<file path="src/rtl/mmcm_ps_responder.sv">
// Responder model of the MMCM dynamic phase-shift port (psen/psincdec/psdone).
// Define MMCM_PS_STATS_EN to enable the inc_count/dec_count statistics.
module mmcm_ps_responder #(
    parameter int unsigned PSDONE_LATENCY  = 12,
    parameter int unsigned STEPS_PER_CYCLE = 448,
    parameter int unsigned PHASE_WIDTH     = 16
) (
    input  logic                   psclk,
    input  logic                   reset,
    input  logic                   psen,
    input  logic                   psincdec,
    input  logic                   err_clr,
    output logic                   psdone,
    output logic                   busy,
    output logic [PHASE_WIDTH-1:0] phase_steps,
    output logic                   phase_wrap,
    output logic                   wrap_dir,
    output logic [31:0]            total_offset,
    output logic                   ps_err,
    output logic [15:0]            inc_count,
    output logic [15:0]            dec_count
);

    typedef enum logic {
        IDLE,
        BUSY
    } state_e;

    localparam logic [7:0] LAT_LOAD = 8'(PSDONE_LATENCY - 1);
    localparam logic [PHASE_WIDTH-1:0] PH_MAX =
        PHASE_WIDTH'(STEPS_PER_CYCLE - 1);
    localparam logic [31:0] OFS_MAX = 32'h7FFF_FFFF;
    localparam logic [31:0] OFS_MIN = 32'h8000_0000;

    state_e                 state_q, state_d;
    logic [7:0]             cnt_q, cnt_d;
    logic                   dir_q, dir_d;
    logic                   psdone_q, psdone_d;
    logic [PHASE_WIDTH-1:0] phase_q, phase_d;
    logic                   wrap_q, wrap_d;
    logic                   wdir_q, wdir_d;
    logic [31:0]            ofs_q, ofs_d;
    logic                   err_q, err_d;
    logic                   step;
    logic                   viol;

    always_ff @(posedge psclk or posedge reset) begin
        if (reset) begin
            state_q  <= IDLE;
            cnt_q    <= '0;
            dir_q    <= 1'b0;
            psdone_q <= 1'b0;
            phase_q  <= '0;
            wrap_q   <= 1'b0;
            wdir_q   <= 1'b0;
            ofs_q    <= '0;
            err_q    <= 1'b0;
        end else begin
            state_q  <= state_d;
            cnt_q    <= cnt_d;
            dir_q    <= dir_d;
            psdone_q <= psdone_d;
            phase_q  <= phase_d;
            wrap_q   <= wrap_d;
            wdir_q   <= wdir_d;
            ofs_q    <= ofs_d;
            err_q    <= err_d;
        end
    end

    // The step completes on the edge that enters the counter==0 cycle,
    // so psdone and the phase update become visible together.
    always_comb begin
        state_d  = state_q;
        cnt_d    = cnt_q;
        dir_d    = dir_q;
        psdone_d = 1'b0;
        phase_d  = phase_q;
        wrap_d   = 1'b0;
        wdir_d   = wdir_q;
        ofs_d    = ofs_q;
        step     = 1'b0;
        viol     = 1'b0;

        unique case (state_q)
            IDLE: begin
                if (psen) begin
                    state_d = BUSY;
                    cnt_d   = LAT_LOAD;
                    dir_d   = psincdec;
                end
            end
            BUSY: begin
                viol = psen;
                if (cnt_q == 8'd0) begin
                    state_d = IDLE;
                end else begin
                    cnt_d = cnt_q - 8'd1;
                    step  = (cnt_q == 8'd1);
                end
            end
            default: begin
                state_d = IDLE;
            end
        endcase

        if (step) begin
            psdone_d = 1'b1;
            if (dir_q) begin
                if (phase_q == PH_MAX) begin
                    phase_d = '0;
                    wrap_d  = 1'b1;
                    wdir_d  = 1'b1;
                end else begin
                    phase_d = phase_q + 1'b1;
                end
                if (ofs_q != OFS_MAX) begin
                    ofs_d = ofs_q + 32'd1;
                end
            end else begin
                if (phase_q == '0) begin
                    phase_d = PH_MAX;
                    wrap_d  = 1'b1;
                    wdir_d  = 1'b0;
                end else begin
                    phase_d = phase_q - 1'b1;
                end
                if (ofs_q != OFS_MIN) begin
                    ofs_d = ofs_q - 32'd1;
                end
            end
        end

        // A violation outranks a coincident clear.
        if (viol) begin
            err_d = 1'b1;
        end else if (err_clr) begin
            err_d = 1'b0;
        end else begin
            err_d = err_q;
        end
    end

    assign psdone       = psdone_q;
    assign busy         = (state_q == BUSY);
    assign phase_steps  = phase_q;
    assign phase_wrap   = wrap_q;
    assign wrap_dir     = wdir_q;
    assign total_offset = ofs_q;
    assign ps_err       = err_q;

`ifdef MMCM_PS_STATS_EN
    logic [15:0] inc_cnt_q, inc_cnt_d;
    logic [15:0] dec_cnt_q, dec_cnt_d;
    logic [15:0] inc_base;
    logic [15:0] dec_base;

    always_ff @(posedge psclk or posedge reset) begin
        if (reset) begin
            inc_cnt_q <= '0;
            dec_cnt_q <= '0;
        end else begin
            inc_cnt_q <= inc_cnt_d;
            dec_cnt_q <= dec_cnt_d;
        end
    end

    // A step completing alongside a clear is counted after the clear.
    always_comb begin
        inc_base  = err_clr ? 16'd0 : inc_cnt_q;
        dec_base  = err_clr ? 16'd0 : dec_cnt_q;
        inc_cnt_d = inc_base;
        dec_cnt_d = dec_base;
        if (step && dir_q && (inc_base != 16'hFFFF)) begin
            inc_cnt_d = inc_base + 16'd1;
        end
        if (step && !dir_q && (dec_base != 16'hFFFF)) begin
            dec_cnt_d = dec_base + 16'd1;
        end
    end

    assign inc_count = inc_cnt_q;
    assign dec_count = dec_cnt_q;
`else
    assign inc_count = 16'd0;
    assign dec_count = 16'd0;
`endif

endmodule

</file>
<file path="config.mk">
export PLATFORM = sky130hd
export DESIGN_NAME = mmcm_ps_responder
export DESIGN_NICKNAME = d
export VERILOG_FILES = /design/src/rtl/mmcm_ps_responder.sv
export SDC_FILE = /design/constraint.sdc
export NUM_CORES = 1
export LEC_CHECK = 0
export ABC_AREA = 1
export BUFFER_PORTS_ARGS = -buffer_cell sky130_fd_sc_hd__buf_2
export CAP_MARGIN = 30
export CELL_PAD_IN_SITES_DETAIL_PLACEMENT = 0
export CELL_PAD_IN_SITES_GLOBAL_PLACEMENT = 1
export CORE_MARGIN = 8
export CORE_UTILIZATION = 44
export CTS_CLUSTER_DIAMETER = 120
export DETAILED_ROUTE_END_ITERATION = 6
export HOLD_SLACK_MARGIN = 0.02
export PLACE_DENSITY = 0.95
export SYNTH_ARGS = -nofsm -noshare
export SYNTH_HDL_FRONTEND = slang
export SYNTH_SLANG_ARGS = --single-unit
</file>
<file path="constraint.sdc">
create_clock -name psclk -period 3.6 [get_ports psclk]
set_input_delay 0.72 -clock psclk [delete_from_list [all_inputs] [get_ports psclk]]
set_output_delay 0.72 -clock psclk [all_outputs]
set_load 0.1 [all_outputs]
</file>
# Yosys cells after proc, flatten, opt, wreduce, memory -nomap -nowiden
# Cells that the tools add are included.
[op_classes] n_addsub=5 muxes=25 n_eq_ne=8 bitwise_logic=1 reduce_logical=9
[op_table] cell="32-bit 2-to-1 mux" count=3
[op_table] cell="16-bit 2-to-1 mux" count=3
[op_table] cell="32-bit by 1-bit adder with 32-bit output, second input constant" count=1
[op_table] cell="32-bit by 31-bit inequality test with 1-bit output, second input constant" count=1
[op_table] cell="32-bit inequality test, second input constant" count=1
[op_table] cell="32-bit by 1-bit subtractor with 32-bit output, second input constant" count=1
[op_table] cell="16-bit by 1-bit adder with 16-bit output, second input constant" count=1
[op_table] cell="16-bit by 9-bit == test with 1-bit output, second input constant" count=1
[op_table] cell="16-bit zero test" count=1
[op_table] cell="8-bit 2-to-1 mux" count=2
[op_table] cell="8-bit case mux with 2 select lines" count=1
[op_table] cell="16-bit by 1-bit subtractor with 16-bit output, second input constant" count=1
[op_table] cell="1-bit 2-to-1 mux" count=15
[op_table] cell="8-bit by 1-bit == test with 1-bit output, second input constant" count=1
[op_table] cell="8-bit zero test" count=1
[op_table] cell="8-bit by 1-bit subtractor with 8-bit output, second input constant" count=1
[op_table] cell="3-bit AND reduction" count=2
[op_table] cell="2-bit nonzero test" count=3
[op_table] cell="2-bit by 1-bit inequality test with 1-bit output, second input constant" count=2
[op_table] cell="2-bit inequality test, second input constant" count=2
[op_table] cell="2-bit AND reduction" count=2
[op_table] cell="1-bit case mux with 2 select lines" count=1
[op_table] cell="1-bit inverter" count=1
[totals] reg_bits=62 output_inout_bits=85 in_bits=5

# Longest topological paths before layout
[logic_depth] word_depth=4 depth_mapped=15 mapped_depth_nobuf=14

# Worst setup path before layout
# No wires, ideal clock.
[synth_timing] kind="register to register" from="reg ofs_q[0], in the netlist total_offset[0]" to="reg ofs_q[20], in the netlist total_offset[20]" arrival_ps=2388 setup_time_ps=120 period_less_slack_ps=2508 path_stages_with_launch=13 path_slack_ps=1092 cell_sequence="dfrtp_1 > inv_1 > fa_1 > inv_1 > nand3_1 > nand3_1 > nand3_1 > nand3_1 > nand2_1 > nand2_1 > nand2_1 > nand3_1 > nand2_1"
[synth_via] elab_chain_cells=3 word_cells_on_any_way=10 cone_classes="add/sub: 2; eq/ne: 3; mux: 3; reduce/logical: 2"
[synth_lines] element="from (decl)" line_no="42" source="logic [31:0] ofs_q, ofs_d;"
[synth_lines] element="from (signal assigned)" line_no="66" source="ofs_q <= ofs_d;"
[synth_lines] element="32-bit by 1-bit subtractor with 32-bit output, or another cell as far along" line_no="129" source="ofs_d = ofs_q - 32'd1;"
[synth_lines] element="32-bit 2-to-1 mux, or another cell as far along" line_no="128" source="if (ofs_q != OFS_MIN) begin"
[synth_lines] element="32-bit 2-to-1 mux or 3-bit AND reduction (tied branches)"
# Parallel ways exist; a longest one is shown, timed or not. The select of a mux whose other input is x is not followed.
# A chain may end at the register's enable or synchronous reset.

# Worst setup path in the final report
[layout_timing] from="reg dir_q" to="reg ofs_q[29], in the netlist total_offset[29]"
[layout_via] elab_chain_cells=2 word_cells_on_any_way=4 cone_classes="eq/ne: 1; mux: 1; reduce/logical: 2"
[layout_lines] element="from (decl)" line_no="37" source="logic dir_q, dir_d;"
[layout_lines] element="from (signal assigned)" line_no="61" source="dir_q <= dir_d;"
[layout_lines] element="2-bit by 1-bit inequality test with 1-bit output (no line) or 2-bit nonzero test (tied branches)"
[layout_lines] element="3-bit AND reduction (no line)"
# Parallel ways exist; a longest one is shown, timed or not.

==> results.sh <==
export IMPL_synth_main_ff_cell="dfrtp_1"
export IMPL_ys_ff_latch=62
export IMPL_end_kind="flip-flop"
export IMPL_numCtsBuffers=9
export IMPL_clk_latency_ns=0.35
export IMPL_io_pins=90
export IMPL_cts_resized=0
export IMPL_antenna_cells=0
export IMPL_grt_first_pass_wirelength_um=29700
export IMPL_ant_nets=0
export IMPL_grt_pass1_vias=5857
export IMPL_fin_crit_sh=0.690
export IMPL_tightest_slew_ns=0.655
export IMPL_postLayoutCellArea_um2=6890
export IMPL_synth_cell_type_count=40
export IMPL_grt_use_total=0.204
export IMPL_core_area_um2=13900
export IMPL_gp_congestion=0.945
export IMPL_syn_area_per_cell_um2=6.00
export IMPL_placed_area_um2=6600
export IMPL_vias=6325
export IMPL_drt_wl_total_um=18300
export IMPL_htree_levels=3
export IMPL_relSlewSlack=0.563
export IMPL_final_net_count=1144
export IMPL_path_max_fanout=33
export IMPL_cts_tree="built"
export IMPL_overflow=0
export IMPL_outcome="finished clean"
export IMPL_fmax_ghz=0.403
export IMPL_finalSetupViolations=0
export IMPL_rsz0062_at_grt="no"
export IMPL_netlist_area_um2=6280
export IMPL_final_setup_tns_ns=0
export IMPL_hold_viol=0
export IMPL_initial_core_util=0.450
export IMPL_drc=0
export IMPL_root_buffer="clkbuf_16"
export IMPL_area_growth_pct=9.79
export IMPL_yosys_warnings=0
export IMPL_synth_edf_count=0
export IMPL_netlist_instances=1046
export IMPL_path_clk_slew_ns=0.06
export IMPL_drtPass1Iterations=7
export IMPL_seq_area_frac_synth=0.247
export IMPL_crit_required_ns=3.84
export IMPL_dp_hpwl_um=14200
export IMPL_die_h_um=135
export IMPL_portBuffers=57
export IMPL_fin_crit_ns=2.48
export IMPL_vias_per_cell=4.91
export IMPL_clk_path_buf_depth=2
export IMPL_wl_per_cell_um=14.2
export IMPL_async_reset_ff_frac=1.00
export IMPL_ys_top_cells_by_area="dfrtp_1 25%, nand2_1 22%, inv_1 10%, ha_1 7.0%, nor2_1 6.8%"
export IMPL_die_area_um2=18300
export IMPL_startpoint_type="flip-flop"
export IMPL_antenna_found_initial=0
export IMPL_grt_max_degree=45
export IMPL_final_layout_size_suffix_gt1_frac=0.0867
export IMPL_worstHoldPathType="in2async"
export IMPL_dp_cells=1272
export IMPL_die_w_um=135
export IMPL_slew_violations=0
export IMPL_yosys_area_top_type="dfrtp_1"
export IMPL_path_class="reg2reg"
export IMPL_post_cts_setup_buffers=0
export IMPL_fin_cells=1287
export IMPL_crit_arrival_ns=2.72
export IMPL_netlist_area_leader_share=0.247
export IMPL_cts_hold_buffers_added=0
export IMPL_fp_row_count=43
export IMPL_synth_common_cells="367 x nand2_1, 174 x inv_1, 113 x nor2_1, 67 x nand3_1, 62 x dfrtp_1"
export IMPL_drt_iter0_drc=411
export IMPL_drv_cap=0
export IMPL_clock_sinks=62
export IMPL_fin_skew_ns=0.00927
export IMPL_yosysMostFrequentCell="nand2_1"
## state kept, by name, indices dropped and copies added (netlist names)
| signal | count |
|---|---|
| busy | 1 |
| cnt_q | 8 |
| dir_q | 1 |
| phase_steps | 16 |
| phase_wrap | 1 |
| ps_err | 1 |
| psdone | 1 |
| total_offset | 32 |
| wrap_dir | 1 |
## metal layers
layer	share of wire	routed length, µm	global-route usage
met5	0	0	0
met4	0.018	324	0.0660
met1	0.46	8490	0.261
met3	0.049	891	0.0404
met2	0.47	8570	0.337
## final timing paths
path | startpoint | endpoint | slack [ns] | depth (start not counted)
worst max-delay path | dir_q$_DFFE_PP0P_ | total_offset[29]$_DFFE_PP0P_ | 1.12 | 11
worst min-delay path | reset | total_offset[20]$_DFFE_PP0P_ | 0.39 | 2
worst max register to register | dir_q$_DFFE_PP0P_ | total_offset[29]$_DFFE_PP0P_ | 1.12 | 11
worst min register to register | cnt_q[7]$_DFFE_PP0P_ | cnt_q[7]$_DFFE_PP0P_ | 0.51 | 1
max in group asynchronous | reset | phase_steps[2]$_DFFE_PP0P_ | 2.24 | 3
min in group psclk | cnt_q[7]$_DFFE_PP0P_ | cnt_q[7]$_DFFE_PP0P_ | 0.51 | 1
## cell usage in the layout, fill, tap and decap left out, drive strengths merged
cell type	Yosys	final
nand2	369	369
inv	180	180
nor2	116	116
nand3	69	69
dfrtp	62	62
buf	42	60
o21ai	38	38
ha	35	35
conb	1	32
a21oi	31	31
nor3	22	22
nand4	16	16
xnor2	14	14
xor2	13	13
nand3b	12	12
clkbuf	3	11
o22ai	7	7
a31oi	3	3
a21o	2	2
o21bai	2	2
and2	2	2
or2	2	2
clkinv	0	2
and3	1	1
o31ai	1	1
nor3b	1	1
nor2b	1	1
fa	1	1
clkinvlp	0	1
bufinv	0	1
## layout make-up
class / instances / area (µm²)
fillers: 1467 / 7040
multi-input cells: 790 / 3840
flip-flops and latches: 62 / 1550
inverters: 180 / 676
repair buffers: 60 / 308
clock buffers: 11 / 243
well taps: 180 / 225
clock inverters: 4 / 47.5
## critical path, cell delays in order (launching register included)
cell and delay (ns):
dfrtp_1 0.38, inv_2 0.49, ha_1 0.40, or2_2 0.31, nand3b_1 0.09, nand2_1 0.13, nand2_1 0.11, nand2_1 0.13
nand2_1 0.11, nand3_1 0.07, nand3_1 0.09, nand2_1 0.05
## through the flow
step / hold WS, ns / util / worst slack (ns)
2_1_floorplan: 0.459 / - / 1.09
3_3_place_gp: 0.486 / 0.474 / 1.18
3_5_place_dp: 0.502 / 0.474 / 1.14
4_1_cts: 0.407 / 0.494 / 1.13
5_1_grt: 0.436 / 0.494 / 0.879
6_report: 0.391 / 0.494 / 1.12
## cell families (layout without fill, tap and decap cells)
kind of cell             Yosys count  in the layout  share of synthesized area
AO/OA/AOI/OAI                     84             84                     0.0716
XOR/XNOR                          27             27                     0.0377
adder cells (fa/ha/maj)           36             36                     0.0730
buffers and inverters            225            255                      0.159
flip-flops                        62             62                      0.247
other                              1             32                   0.000598
AND/OR/NAND/NOR                  611            611                      0.410
Power is not shown: default switching activity piles up to over one toggle a cycle in this logic, so the estimate is an artifact.
